## src/rtl/ps2_pkg.sv

```systemverilog
// Shared types and constants for the PS/2 scan-code receiver.
// Imported by the line filter and the receiver top.
package ps2_pkg;

  typedef logic [7:0] scan_code_t;

  typedef enum logic [1:0] {
    IDLE,
    DATA,
    PARITY,
    STOP
  } ps2_state_t;

  localparam scan_code_t PS2_PREFIX_EXT = 8'hE0;
  localparam scan_code_t PS2_PREFIX_BRK = 8'hF0;

endpackage

```

## src/rtl/ps2_line_filter.sv

```systemverilog
// Two-flop synchroniser with optional stable-level glitch filter.
// FILTER_LEN=0 gives a plain synchronised line.
module ps2_line_filter #(
  parameter int FILTER_LEN = 8
) (
  input  logic clock,
  input  logic reset_n,
  input  logic line_in,
  output logic line_out,
  output logic fall_event
);

  logic sync1;
  logic sync2;

  // Metastability guard for the asynchronous pin; idles high.
  always_ff @(posedge clock or negedge reset_n) begin
    if (!reset_n) begin
      sync1 <= 1'b1;
      sync2 <= 1'b1;
    end else begin
      sync1 <= line_in;
      sync2 <= sync1;
    end
  end

  generate
    if (FILTER_LEN == 0) begin : g_bypass
      logic prev;

      // Previous level, for a raw falling-edge strobe.
      always_ff @(posedge clock or negedge reset_n) begin
        if (!reset_n) prev <= 1'b1;
        else          prev <= sync2;
      end

      assign line_out   = sync2;
      assign fall_event = prev & ~sync2;
    end else begin : g_filter
      localparam int CW = $clog2(FILTER_LEN + 1);

      logic [CW-1:0] cnt;
      logic          level;
      logic          fall;

      // Flip the level only after FILTER_LEN cycles at the other value.
      always_ff @(posedge clock or negedge reset_n) begin
        if (!reset_n) begin
          cnt   <= '0;
          level <= 1'b1;
          fall  <= 1'b0;
        end else begin
          fall <= 1'b0;
          if (sync2 == level) begin
            cnt <= '0;
          end else if (cnt == CW'(FILTER_LEN - 1)) begin
            cnt   <= '0;
            level <= sync2;
            fall  <= ~sync2;
          end else begin
            cnt <= cnt + 1'b1;
          end
        end
      end

      assign line_out   = level;
      assign fall_event = fall;
    end
  endgenerate

endmodule

```

## src/rtl/ps2_scan_receiver.sv

```systemverilog
// PS/2 frame receiver: framing, parity, timeout and E0/F0 prefixes.
// Emits one-cycle code_valid / frame_error events downstream.
module ps2_scan_receiver
  import ps2_pkg::*;
#(
  parameter int CLK_FREQ_HZ = 100_000_000,
  parameter int TIMEOUT_US  = 200,
  parameter int FILTER_LEN  = 8
) (
  input  logic       clock,
  input  logic       reset_n,
  input  logic       ps2_clock,
  input  logic       ps2_data,
  output logic [7:0] code,
  output logic       code_valid,
  output logic       code_break,
  output logic       code_extended,
  output logic       frame_error
);

  localparam int TIMEOUT_CYCLES = CLK_FREQ_HZ / 1_000_000 * TIMEOUT_US;
  localparam int TW = $clog2(TIMEOUT_CYCLES + 1);

  logic fall;
  logic clk_level;
  logic data;
  logic data_fall;
  logic unused_ok;

  ps2_line_filter #(.FILTER_LEN(FILTER_LEN)) u_clk_filter (
    .clock      (clock),
    .reset_n    (reset_n),
    .line_in    (ps2_clock),
    .line_out   (clk_level),
    .fall_event (fall)
  );

  ps2_line_filter #(.FILTER_LEN(0)) u_data_sync (
    .clock      (clock),
    .reset_n    (reset_n),
    .line_in    (ps2_data),
    .line_out   (data),
    .fall_event (data_fall)
  );

  assign unused_ok = &{1'b0, clk_level, data_fall};

  ps2_state_t    state_q, state_d;
  logic [2:0]    bit_cnt_q, bit_cnt_d;
  scan_code_t    shreg_q, shreg_d;
  logic          par_q, par_d;
  logic [TW-1:0] tcnt_q, tcnt_d;
  logic          ext_q, ext_d;
  logic          brk_q, brk_d;
  scan_code_t    code_d;
  logic          valid_d, break_d, extended_d, error_d;

  // All receiver state advances here.
  always_ff @(posedge clock or negedge reset_n) begin
    if (!reset_n) begin
      state_q       <= IDLE;
      bit_cnt_q     <= '0;
      shreg_q       <= '0;
      par_q         <= 1'b0;
      tcnt_q        <= '0;
      ext_q         <= 1'b0;
      brk_q         <= 1'b0;
      code          <= '0;
      code_valid    <= 1'b0;
      code_break    <= 1'b0;
      code_extended <= 1'b0;
      frame_error   <= 1'b0;
    end else begin
      state_q       <= state_d;
      bit_cnt_q     <= bit_cnt_d;
      shreg_q       <= shreg_d;
      par_q         <= par_d;
      tcnt_q        <= tcnt_d;
      ext_q         <= ext_d;
      brk_q         <= brk_d;
      code          <= code_d;
      code_valid    <= valid_d;
      code_break    <= break_d;
      code_extended <= extended_d;
      frame_error   <= error_d;
    end
  end

  // Frame FSM; a clock fall wins over a timeout in the same cycle.
  always_comb begin
    state_d    = state_q;
    bit_cnt_d  = bit_cnt_q;
    shreg_d    = shreg_q;
    par_d      = par_q;
    tcnt_d     = tcnt_q;
    ext_d      = ext_q;
    brk_d      = brk_q;
    code_d     = code;
    valid_d    = 1'b0;
    break_d    = code_break;
    extended_d = code_extended;
    error_d    = 1'b0;
    if (fall) begin
      tcnt_d = '0;
      unique case (state_q)
        IDLE: begin
          if (!data) begin
            state_d   = DATA;
            bit_cnt_d = '0;
          end
        end
        DATA: begin
          shreg_d   = {data, shreg_q[7:1]};
          bit_cnt_d = bit_cnt_q + 1'b1;
          if (bit_cnt_q == 3'd7) state_d = PARITY;
        end
        PARITY: begin
          par_d   = data;
          state_d = STOP;
        end
        STOP: begin
          state_d = IDLE;
          if (data && (^{shreg_q, par_q})) begin
            if (shreg_q == PS2_PREFIX_EXT) begin
              ext_d = 1'b1;
            end else if (shreg_q == PS2_PREFIX_BRK) begin
              brk_d = 1'b1;
            end else begin
              code_d     = shreg_q;
              break_d    = brk_q;
              extended_d = ext_q;
              valid_d    = 1'b1;
              ext_d      = 1'b0;
              brk_d      = 1'b0;
            end
          end else begin
            error_d = 1'b1;
            ext_d   = 1'b0;
            brk_d   = 1'b0;
          end
        end
        default: state_d = IDLE;
      endcase
    end else if (state_q != IDLE) begin
      if (tcnt_q == TW'(TIMEOUT_CYCLES)) begin
        state_d = IDLE;
        tcnt_d  = '0;
        error_d = 1'b1;
        ext_d   = 1'b0;
        brk_d   = 1'b0;
      end else begin
        tcnt_d = tcnt_q + 1'b1;
      end
    end else begin
      tcnt_d = '0;
    end
  end

endmodule

```

## config.mk

```make
export PLATFORM = sky130hd
export DESIGN_NAME = ps2_scan_receiver
export DESIGN_NICKNAME = d
export VERILOG_FILES = /design/src/rtl/ps2_pkg.sv /design/src/rtl/ps2_line_filter.sv /design/src/rtl/ps2_scan_receiver.sv
export SDC_FILE = /design/constraint.sdc
export NUM_CORES = 1
export LEC_CHECK = 0
export CAP_MARGIN = 30
export CORE_MARGIN = 2
export CORE_UTILIZATION = 53
export CTS_CLUSTER_SIZE = 16
export DETAILED_ROUTE_END_ITERATION = 16
export PLACE_DENSITY = 0.85
export SYNTH_ARGS = -nofsm -noshare
export SYNTH_HDL_FRONTEND = slang
export SYNTH_SLANG_ARGS = --single-unit
```

## constraint.sdc

```tcl
create_clock -name clock -period 2.34 [get_ports clock]
set_clock_uncertainty 0.05 [all_clocks]
set_input_delay 0.585 -clock clock [delete_from_list [all_inputs] [get_ports clock]]
set_output_delay 0.585 -clock clock [all_outputs]
set_load 0.005 [all_outputs]
```

Word level (Yosys, flattened, before mapping)
Cells that the tools add are included.
Cells by class
  $add $sub $neg: 3
  multipliers: 0
  divide/modulo/power cells: 0
  $lt $le $gt $ge: 0
  equality and inequality tests: 15
  shifts and indexed selects: 0
  muxes and demuxes: 37
  bitwise gates (word level): 4
  reduce and logical (&&, ||, !) cells: 15
Operators by type and width (count)
  15-bit two-way mux: 3
  1-bit two-way mux: 24
  8-bit == test (second input constant): 2
  15-bit by 1-bit adder with 15-bit output (second input constant): 1
  15-bit == test (second input constant): 1
  4-bit AND reduction: 3
  2-bit two-way mux: 5
  3-bit inequality test (second input constant): 3
  9-bit parity: 1
  4-bit two-way mux: 2
  2-bit one-hot mux with 4 select lines: 1
  2-bit nonzero test: 4
  3-bit one-hot mux with 2 select lines: 1
  2-bit AND reduction: 3
  5-bit AND reduction: 1
  4-bit by 1-bit adder with 4-bit output (second input constant): 1
  2-bit == test (second input constant): 2
  4-bit by 3-bit == test with 1-bit output (second input constant): 1
  2-bit inequality test (second input constant): 2
  4-bit inequality test (second input constant): 1
  1-bit NOT: 4
  3-bit by 1-bit adder with 3-bit output (second input constant): 1
  3-bit == test (second input constant): 1
  3-bit two-way mux: 1
  5 further kinds: 5
Word-level totals
  register bits after elaboration: 53
  bits in latches: 0
  memory bits (writable): 0
  memory bits (read-only): 0
  input bits: 4
  output and inout port bits: 12
  memories: 0

Logic depth before layout (Yosys ltp)
  depth in word-level cells: 6
  gate-level depth with buffers: 8

Hierarchy
A second synthesis with hierarchy kept.
Second synthesis, totals
  cell total of the unflattened synthesis: 300
  area, all modules: 3130.5 µm²
By module, submodules not included
  ps2_scan_receiver: times used 1, cells an instance 275, area an instance 2716.4 µm², seq. area each 1076.0 µm²
  ps2_line_filter (u_clk_filter): times used 1, cells an instance 21, area an instance 321.6 µm², seq. area each 203.9 µm²
  ps2_line_filter (u_data_sync): times used 1, cells an instance 4, area an instance 92.6 µm², seq. area each 78.8 µm²

Worst setup path after synthesis
Ideal clock, no wire load.
  path kind: register to register
  start: register shreg_q[5]
  end: register code[4]
  setup time: 0.126 ns
  arrival: 2.218 ns
  data required time: 2.164 ns
  slack: -0.054 ns
  cell stages (with the launch flop): 7
  path buffers: 0
  clock period less this slack: 2.394 ns
  cells stage by stage: dfrtp_1 -> xnor2_1 -> xnor3_2 -> mux2_4 -> nand2_4 -> a211o_4 -> a221o_1
On the way
  longest elaborated chain between the ends: 3
  elaborated cells on any way between the ends: 7
Ends and longest elaborated chain
  start: declaration: RTL line ps2_scan_receiver.sv:50  | scan_code_t shreg_q, shreg_d;
  start signal: assignment: RTL line ps2_scan_receiver.sv:76  | shreg_q <= shreg_d;
  8-bit == test, or another cell as far along: RTL line ps2_scan_receiver.sv:126  | end else if (shreg_q == PS2_PREFIX_BRK) begin
  1-bit NOT (no line) or 1-bit logical AND (tied branches)
  5-bit AND reduction (no line) *
  end signal: assignment: RTL line ps2_scan_receiver.sv:81  | code <= code_d;
  end: declaration: RTL line ps2_scan_receiver.sv:14  | output logic [7:0] code,
Mark *: on every way between the ends. The rest lies on a longest branch, timed or not.
A chain may end at the register's enable or synchronous reset.

Worst setup path in the final report
  start: register shreg_q[7]
  end: register code_extended
On the way
  longest elaborated chain between the ends: 3
  elaborated cells on any way between the ends: 7
Ends and longest elaborated chain
  8-bit == test, or another cell as far along: RTL line ps2_scan_receiver.sv:126
  1-bit NOT (no line) or 1-bit logical AND (tied branches)
  5-bit AND reduction (no line) *
  end signal: assignment: RTL line ps2_scan_receiver.sv:84  | code_extended <= extended_d;
  end: declaration: RTL line ps2_scan_receiver.sv:17  | output logic code_extended,
Marked as above.

==> impl_table.tex <==
\begin{tabular}{lr}
\hline
Metric & Value \\
\hline
\multicolumn{2}{l}{\textbf{Logic synthesis}} \\
Ranking of synthesized cells by area & dfrtp\_1 (43\%), dfstp\_2 (4.8\%), ha\_1 (4.5\%) \\
Cell taking the most area after synthesis & dfrtp\_1 \\
Top cells by instance count after synthesis & dfrtp\_1 (48), nor2\_1 (28), nand2\_1 (27) \\
Number of nets produced by synthesis & 273 \\
Count of cell types in the netlist & 46 \\
Top cell type's share of synthesized area & 43.46\% \\
Parity-gate share of the synthesized area counting xor and xnor cells & 9.778\% \\
Post-synthesis share of cell area spent on and, or, nand and nor gates & 16.84\% \\
Main combinational cell family by area after synthesis & simple AND/OR/NAND/NOR gates \\
Ys async rst share & 100.0\% \\
Post-synth design cell area & 2764 sq um \\
Sequential-to-total area share from yosys stat & 48.21\% \\
Count of flip-flops with a built-in enable after synthesis & 0 \\
Warning count from the yosys run & 0 \\
Adder-cell share of the synthesized area & 4.527\% \\
Number of synthesized register bits & 53 \\
Cell with the most instances after synthesis & dfrtp\_1 \\
Post-synthesis mux area share & 7.153\% \\
Synthesized instance count & 259 \\
Syn Area/Cell & 10.67 sq um \\
Prevailing post-synth register cell & dfrtp\_1 \\
Compound-Gate Fraction of Synth Area & 10.64\% \\
\multicolumn{2}{l}{\textbf{Clock network}} \\
Clock H-tree levels & 2 \\
Clock-pin slew of the registers on the worst-case setup and hold paths & 0.09 ns \\
Root Buffer & clkbuf\_8 \\
Clock buffer count from CTS & 5 \\
TritonCTS clock tree & built \\
Post-CTS Setup Repair Bufs & 0 \\
Total number of clock tree sinks & 53 \\
CTS max path bufs & 2 \\
Clock insertion delay at the later pin of the skew report & 0.30 ns \\
\multicolumn{2}{l}{\textbf{STA}} \\
RSZ-0062 raised after global routing & true \\
Final setup violation count & 1 \\
Number of hold-slack violations in the final timing report & 0 \\
Least-Margin Pin Slew & 0.6554 ns \\
Hold slack & 0.3123 ns \\
Setup slack after layout & -0.002036 ns \\
Crit share post-route & 100.1\% \\
Peak clock frequency supported by timing & 427.0 MHz \\
Minimum clock period & 2.342 ns \\
Final Max Slew Viols & 0 \\
Slew HR & 56.30\% \\
\multicolumn{2}{l}{\textbf{Final layout}} \\
Fraction of layout instances using a drive strength above 1 & 16.03\% \\
Final Instance Count excl. Fillers & 357 \\
Multi-input logic area & 1370 sq um \\
Seq. cell area & 1333 sq um \\
Signed area change from the synthesized netlist to the final layout & 15.35\% \\
Diodes inserted & 0 \\
Fillcell total & 420 \\
Util after Layout & 62.82\% \\
Count of nets after finishing & 300 \\
\multicolumn{2}{l}{\textbf{Worst setup path}} \\
Depth of the worst register-to-register path & 6 \\
Launch point of the critical path & shreg\_q[7] \\
CP Capture Point & code\_extended \\
Critical path class & reg2reg \\
Logic depth of the worst path, buffers included & 6 \\
Required time of the critical path & 2.49 ns \\
Register-to-register path setup slack & -0.002 ns \\
Critical R2R Launch & shreg\_q[7] \\
Critical path, cell by cell & xnor2\_2 -> xnor3\_2 -> mux2\_4 -> nand2\_4 -> a211o\_4 -> a221o\_1 \\
Category of the worst setup path capture point & register \\
Arrival time of data at the critical path endpoint & 2.49 ns \\
Worst path slowest cell & xnor3\_2 \\
Largest stage delay on the critical path & 0.51 ns \\
Maximum fanout count along the critical path & 7 \\
End of the worst register-to-register path & code\_extended \\
Critical path launch point type & register \\
Worst path bufs/invs & 0 \\
Top delay family on crit path & XOR/XNOR gates \\
\multicolumn{2}{l}{\textbf{Floorplanning}} \\
Die Outline Area & 5809 sq um \\
Vert. Die Dim & 76.22 um \\
Starting density of the core & 54.46\% \\
Number of placement rows & 26 \\
Horiz. Die Dim & 76.22 um \\
Total I/O pin count & 16 \\
Total core area & 5075 sq um \\
\multicolumn{2}{l}{\textbf{Detailed routing}} \\
Vias per Instance & 5.768 \\
Post-detailed-routing wire length & 5.531 mm \\
Via Count & 2059 \\
Number of detailed-routing iterations run before antenna repair & 4 \\
Starting DRT DRC Count & 164 \\
Drt wl/cell & 15.49 um \\
Post-route DRC violation count & 0 \\
Routed Antenna Nets & 0 \\
\multicolumn{2}{l}{\textbf{Flow run}} \\
Number of violations of the max-capacitance limit & 0 \\
\multicolumn{2}{l}{\textbf{Power and ir drop}} \\
Total Power & 1.621 mW \\
Max rail drop VDD & 0.0003887 V \\
Leakage Power & 1.460 nW \\
Power density over the cells & 508.6 nW/um\^{}2 \\
\multicolumn{2}{l}{\textbf{Global routing}} \\
Vias in the first global route & 1995 \\
Global-route wire length before repair & 9.618 mm \\
Antenna violations before repair & 0 \\
Largest net degree at the start of global routing & 54 \\
Global-route usage over all layers & 20.53\% \\
Global-route congestion overflow total & 0 \\
\multicolumn{2}{l}{\textbf{Place}} \\
Total of buffers placed on input and output ports & 15 \\
Detailed-placement wirelength estimate & 3.761 mm \\
Number of cells after detailed placement & 349 \\
GPL Wtd Cong & 0.8343 \\
\multicolumn{2}{l}{\textbf{Worst hold path}} \\
Path category of the worst min-delay check & reg2reg \\
\multicolumn{2}{l}{\textbf{Run status}} \\
Violated checks & negative setup slack \\
Status & complete, but fails checks \\
\hline
\end{tabular}
kinds of logic (layout without fill, tap and decap cells):
logic type / Yosys count / in the layout
xor+xnor: 25 / 25
compound gates: 40 / 40
flops: 53 / 53
mux: 18 / 18
simple gates: 95 / 95
fa+ha+maj: 10 / 10
buf+inv: 18 / 46
metrics by stage:
step                setup slack [ns]   TNS (ns)  cell area (sq um)
finish                     -0.002036  -0.002036               3188
global route                -0.04541    -0.2002               3188
CTS                          0.01309          0               3178
detailed placement         -0.006493  -0.006493               3077
global placement             0.05752          0               3077
floorplan                    0.01018          0               2775
where the power goes:
group / switching [mW] / total [mW] / internal, mW
combinational: 0.0447 / 0.0825 / 0.0378
sequential: 0.0256 / 0.980 / 0.955
clock: 0.291 / 0.559 / 0.268
total: 0.361 / 1.62 / 1.26
timing repair:
action | CTS | global route
resized for setup | 1 | 2
hold buffers | 0 | 0
pin swaps | 0 | 8
endpoints found under the setup margin | 7 | 7
worst min-delay path by stage:
stage,from,endpoint,slack [ns],depth (start not counted)
after detailed placement,u_clk_filter.sync1,u_clk_filter.sync2,0.30,0
after floorplan,reset_n,bit_cnt_q[0],0.24,0
after global routing,u_data_sync.sync1,u_data_sync.line_out,0.32,0
after global placement,u_clk_filter.sync1,u_clk_filter.sync2,0.30,0
final,u_clk_filter.sync1,u_clk_filter.sync2,0.31,0
after CTS,u_clk_filter.sync1,u_clk_filter.sync2,0.31,0
cell usage in the layout, fill, tap and decap left out, drive strengths merged, types with 2 or more instances in the layout:
master / instances
dfrtp: 48
nor2: 28
nand2: 28
buf: 15
clkdlybuf4s50: 14
xor2: 13
nand3: 11
mux2: 11
ha: 10
inv: 9
o22ai: 9
xnor2: 9
mux2i: 7
a221o: 7
clkbuf: 7
o21ai: 7
nand4: 6
a21oi: 5
dfstp: 5
nor3: 4
and3: 3
nor3b: 3
a31oi: 3
nor4b: 2
nor2b: 2
a32o: 2
o22a: 2
o2bb2ai: 2
xnor3: 2
layout make-up:
type                            count  area share, %
Tap cell                           70          2.747
Inverter                            9          1.060
Clock buffer                        7          3.022
Clock inverter                      1         0.1570
Sequential cell                    53          41.80
Multi-Input combinational cell    188          42.97
Timing Repair Buffer               29          8.242
registers in the layout (all words and copies together) (netlist names), 2 cells and up:
| signal | flops |
|---|---|
| tcnt_q | 15 |
| code | 8 |
| shreg_q | 8 |
| u_clk_filter.g_filter.cnt | 4 |
| bit_cnt_q | 3 |
| state_q | 2 |
routing by layer:
| metal | share of wire [%] | GRT usage, % | wire length [um] |
|---|---|---|---|
| met4 | 2.4 | 7.455 | 132 |
| met1 | 45 | 27.24 | 2474 |
| met3 | 4.5 | 4.621 | 247 |
| met2 | 48 | 33.27 | 2676 |
| met5 | 0 | 0 | 0 |
No activity file was read; power rests on OpenSTA's default activity.
==> variant 1: new RTL, same settings <==
The 4 states of `ps2_state_t` get a one-hot encoding in 4 bits.
--- a/src/rtl/ps2_pkg.sv
+++ b/src/rtl/ps2_pkg.sv
@@ -6,7 +6,7 @@
 
-  typedef enum logic [1:0] {
-    IDLE,
-    DATA,
-    PARITY,
-    STOP
+  typedef enum logic [3:0] {
+    IDLE   = 4'b0001,
+    DATA   = 4'b0010,
+    PARITY = 4'b0100,
+    STOP   = 4'b1000
   } ps2_state_t;
Behaviour: same outputs for any inputs over 10 cycles, from zero or initial values and one cycle with reset_n low; not proved beyond that.
==> variant 1 against the original RTL <==
- core utilization down 2.4 points
- wire length down 26%
- cell area down 12%
- count of clock-buffer cells in the layout down 1
- area after synthesis down 8.6%
- setup slack better by 190 ps
- sequential cell count up 2
- critical path type unchanged
- largest cell class is now sequential cells
Power is not compared: it rests on default switching activity, and its combinational part moved more than twofold at a synthesized area within 25%.
==> variant 1: results (changes against the original RTL) <==
| Metric | Value |
|---|---|
| GR Util met3 | 0.0373 (-0.00892) |
| Most frequent cells after synthesis | dfrtp_1 (49), nor2_1 (22), nand2_1 (12) |
| Layout fillers | 365 (-13%) |
| N_diodes | 0 (unchanged) |
| Synth Area in XOR/XNOR | 0.0847 (-0.0130) |
| 1st-pass router iterations | 4 (unchanged) |
| Biggest regs | tcnt_q: 15 flops, code: 8 flops, shreg_q: 8 flops |
| Non-Filler Instances | 288 (-19%) |
| Pre-CTS WS | 273 ps (+280 ps) |
| Distinct cell type count after synthesis | 46 (unchanged) |
| Initial antenna violation count | 0 (unchanged) |
| Post-DP HPWL | 2.81 mm (-25%) |
| Met3 wire length | 87 um (-65%) |
| Leading post-synthesis cells by cell area | dfrtp_1 (49%), dfstp_2 (6.2%), mux2_4 (5.4%) |
| Met2 WL post-DR | 1.95 mm (-27%) |
| First-pass GRT wire length | 7.18 mm (-25%) |
| Yosys warns | 0 (unchanged) |
| VDD IR-drop max | 0.490 mV |
| Final #Nets | 242 (-19%) |
| Clock tree buffer depth | 2 (unchanged) |
| Post-DP Area | 2730 sq um (-11%) |
| Top Layer Used | met4 |
| Root buf cell | clkbuf_8 |
| Slowest stage cell, crit path | xnor3_1 |
| Critical path data arrival time | 2290 ps (-200 ps) |
| Placer Congestion | 0.830 (-0.54%) |
| Met1 WL | 1.97 mm (-20%) |
| Top cell family by delay on the critical path | XOR/XNOR gates |
| Met2 Use GR | 0.262 (-0.0705) |
| Share of layout cells above drive strength 1 | 0.175 (+0.0149) |
| Pin count of the biggest net entering global routing | 56 (+3.7%) |
| Share of flip-flops with an asynchronous set or reset | 1.00 (unchanged) |
| Post-Route WL | 4.07 mm (-26%) |
| Inst Count DP | 280 (-20%) |
| Pwr Total | 1.90 mW |
| Combinational power | 249 uW |
| Register area share after synthesis | 0.548 (+0.0659) |
| M1 GR Usage | 0.251 (-0.0217) |
| Synth Instances | 214 (-17%) |
| DRT iter0 DRCs | 118 (-28%) |
| CP peak stage delay | 470 ps (-40 ps) |
| Adder-Cell Fraction of Synth Area | 0.0248 (-0.0205) |
| Cts bufs inserted | 5 (unchanged) |
| Post-CTS Setup Repair Bufs | 0 (unchanged) |
| Slew @ Worst Pin | 652 ps (-3.58 ps) |
| Multiplexer share of the synthesized area | 0.0981 (+0.0266) |
| Worst hold path type | reg -> reg |
| Vias in the first global route | 1544 (-23%) |
| Port buffer count | 15 (unchanged) |
| Crit-path max FO | 11 (+4) |
| Synth Area in Compound Gates | 0.0540 (-0.0524) |
| Via-to-Cell Ratio | 5.36 (-7.1%) |
| Post-CTS resize count | 0 (-1) |
| Outcome | completed |
| GRT Resource Usage Total | 0.175 (-0.0305) |
| P_sw | 519 uW |
| Syn nets | 223 (-18%) |
| Clock Power Share | 0.264 |
| Synth Flop Type | dfrtp_1 |
-- variant 1: cell types whose count changed after synthesis, sizes merged, moves of 4 or more --
cell,unedited run,this run
nor4,0,4
mux2,11,19
o22ai,9,0
a221o,7,0
nor2,28,22
ha,10,5
mux2i,7,0
nand2,28,12
-- variant 1: final cells by class --
class / instances / area (sq um) / share of cell area
sequential: 55 / 1380 / 0.491
clock buffer: 6 / 72.6 / 0.0258
multi-input combinational: 142 / 1070 / 0.379
inverter: 10 / 37.5 / 0.0133
tap: 54 / 67.6 / 0.0240
timing repair buffer: 19 / 175 / 0.0622
clock inverter: 2 / 12.5 / 0.00444
-- variant 1: path summary, 6_finish.rpt --
check	slack, ps	depth (start not counted)	end	from
max in group asynchronous	1460	2	brk_q	reset_n
setup reg to reg	190	6	code[0]	shreg_q[2]
setup / recovery	190	6	code[0]	shreg_q[2]
hold reg to reg	300	0	u_data_sync.line_out	u_data_sync.sync1
hold / removal	300	0	u_data_sync.line_out	u_data_sync.sync1
min in group asynchronous	340	2	state_q[2]	reset_n
==> variant 2: new RTL, same flow settings <==
Without the edit above. `FILTER_LEN` is set to 8 in 2 places; all go to 4.
--- a/src/rtl/ps2_line_filter.sv
+++ b/src/rtl/ps2_line_filter.sv
@@ -3,3 +3,3 @@
 module ps2_line_filter #(
-  parameter int FILTER_LEN = 8
+  parameter int FILTER_LEN = 4
 ) (
--- a/src/rtl/ps2_scan_receiver.sv
+++ b/src/rtl/ps2_scan_receiver.sv
@@ -7,3 +7,3 @@
   parameter int TIMEOUT_US  = 200,
-  parameter int FILTER_LEN  = 8
+  parameter int FILTER_LEN  = 4
 ) (
Formal check against the unedited RTL: same outputs for any inputs over 10 cycles, from zero or initial values and one cycle with reset_n low; that may be too few to reach the edited logic, so the function may still have changed.
==> variant 2 against the original RTL <==
- non-clock buffer count fell by 3
- die area fell by 11%
- setup slack improved by 24 ps
- clock power fell by 13%
- critical path depth did not move
- highest routed layer unchanged
- cell area fell by 11%
- total power fell by 5.9%
- wire length fell by 25%
- first-iteration DRC count fell by 45%
- sequential cell count fell by 1
- count of clock-buffer cells in the layout fell by 1
- area after synthesis fell by 11%
- sequential power fell by 2.8%
- critical path type unchanged
==> variant 2: results (changes against the original RTL) <==
| Metric | Value |
|---|---|
| Outcome | completed |
| Placer Congestion | 0.791 (-5.2%) |
| Drt wl/cell | 14.5 um (-6.2%) |
| Slowest stage cell, crit path | xnor3_1 |
| M1 GR Usage | 0.245 (-0.0275) |
| Pin count of the biggest net entering global routing | 53 (-1.9%) |
| Slew headroom | 0.670 (+0.107) |
| Multiplexer share of the synthesized area | 0.0992 (+0.0277) |
| Register area share after synthesis | 0.535 (+0.0524) |
| Layout fillers | 331 (-21%) |
| Met3 wire length | 105 um (-57%) |
| Distinct cell type count after synthesis | 36 (-22%) |
| Leak pwr | 1.27 nW (-13%) |
| Met2 Use GR | 0.277 (-0.0560) |
| Post-DP Area | 2690 sq um (-13%) |
| Clock-cell share of area | 0.0299 (-0.00187) |
| First-pass GRT wire length | 7.01 mm (-27%) |
| Final #Nets | 245 (-18%) |
| Pre-CTS WS | -74.6 ps (-68.1 ps) |
| Multi-input combinational area share | 0.389 (-0.0408) |
| Share of layout cells above drive strength 1 | 0.211 (+0.0509) |
| Switching share of power | 0.224 (+0.00154) |
| GRT Resource Usage Total | 0.178 (-0.0275) |
| Sequential Power Share | 0.625 (+0.020) |
| CP peak stage delay | 450 ps (-60 ps) |
| Layout non-clock buf frac | 0.0858 (+0.00337) |
| Leading post-synthesis cells by cell area | dfrtp_1 (48%), dfstp_2 (5.4%), ha_1 (5.1%) |
| Synth Area in Compound Gates | 0.0512 (-0.0552) |
| Combinational power | 85.1 uW (+3.2%) |
| Worst r2r src | shreg_q[5] |
| DR vias | 1537 (-25%) |
| Adder-Cell Fraction of Synth Area | 0.0512 (+0.00588) |
| Buffers, non-clock | 26 (-10%) |
| Post-DP HPWL | 2.79 mm (-26%) |
| Clock buffers | 6 (-1) |
| GR Util met3 | 0.0458 (-0.000375) |
| Reg2Reg Setup Slack | 20 ps (+20 ps) |
| Crit-path max FO | 5 (-2) |
| Final core occ | 0.644 (+0.0161) |
| Worst hold path type | in -> async |
| Met1 WL | 2.00 mm (-19%) |
## variant 2: timing repair
| item | CTS | global route |
|---|---|---|
| pin swaps | 2 | 3 |
| gates resized for setup | 7 | 3 |
| endpoints found under the setup margin | 9 | 9 |
| gates cloned | 1 | 0 |
| buffers inserted | 0 | 3 |
## variant 2: worst max path at each step
stage          depth (start not counted)  slack, ps       endpoint
6_report                               6         20  code_extended
5_1_grt                                6        -40        code[7]
4_1_cts                                6         20     code_break
3_5_place_dp                           6        -70     code_break
3_3_place_gp                           6         30     code_break
2_1_floorplan                          6         50        code[0]
## variant 2: metrics by stage
step	power [mW]	hold slack [ps]	std cells
CTS	1.55	210	281
detailed placement	1.06	299	272
finish	1.53	201	284
floorplan	1.02	239	202
global placement	1.05	296	272
global route	1.60	213	284
## variant 2: critical path: cells and delay by family, from the launching register on
family	cells	cell delay (ps)
AO/OA/AOI/OAI	1	340
AND/OR/NAND/NOR	1	200
XOR/XNOR	2	680
flip-flops	1	420
buffers and inverters	1	220
multiplexers	1	300
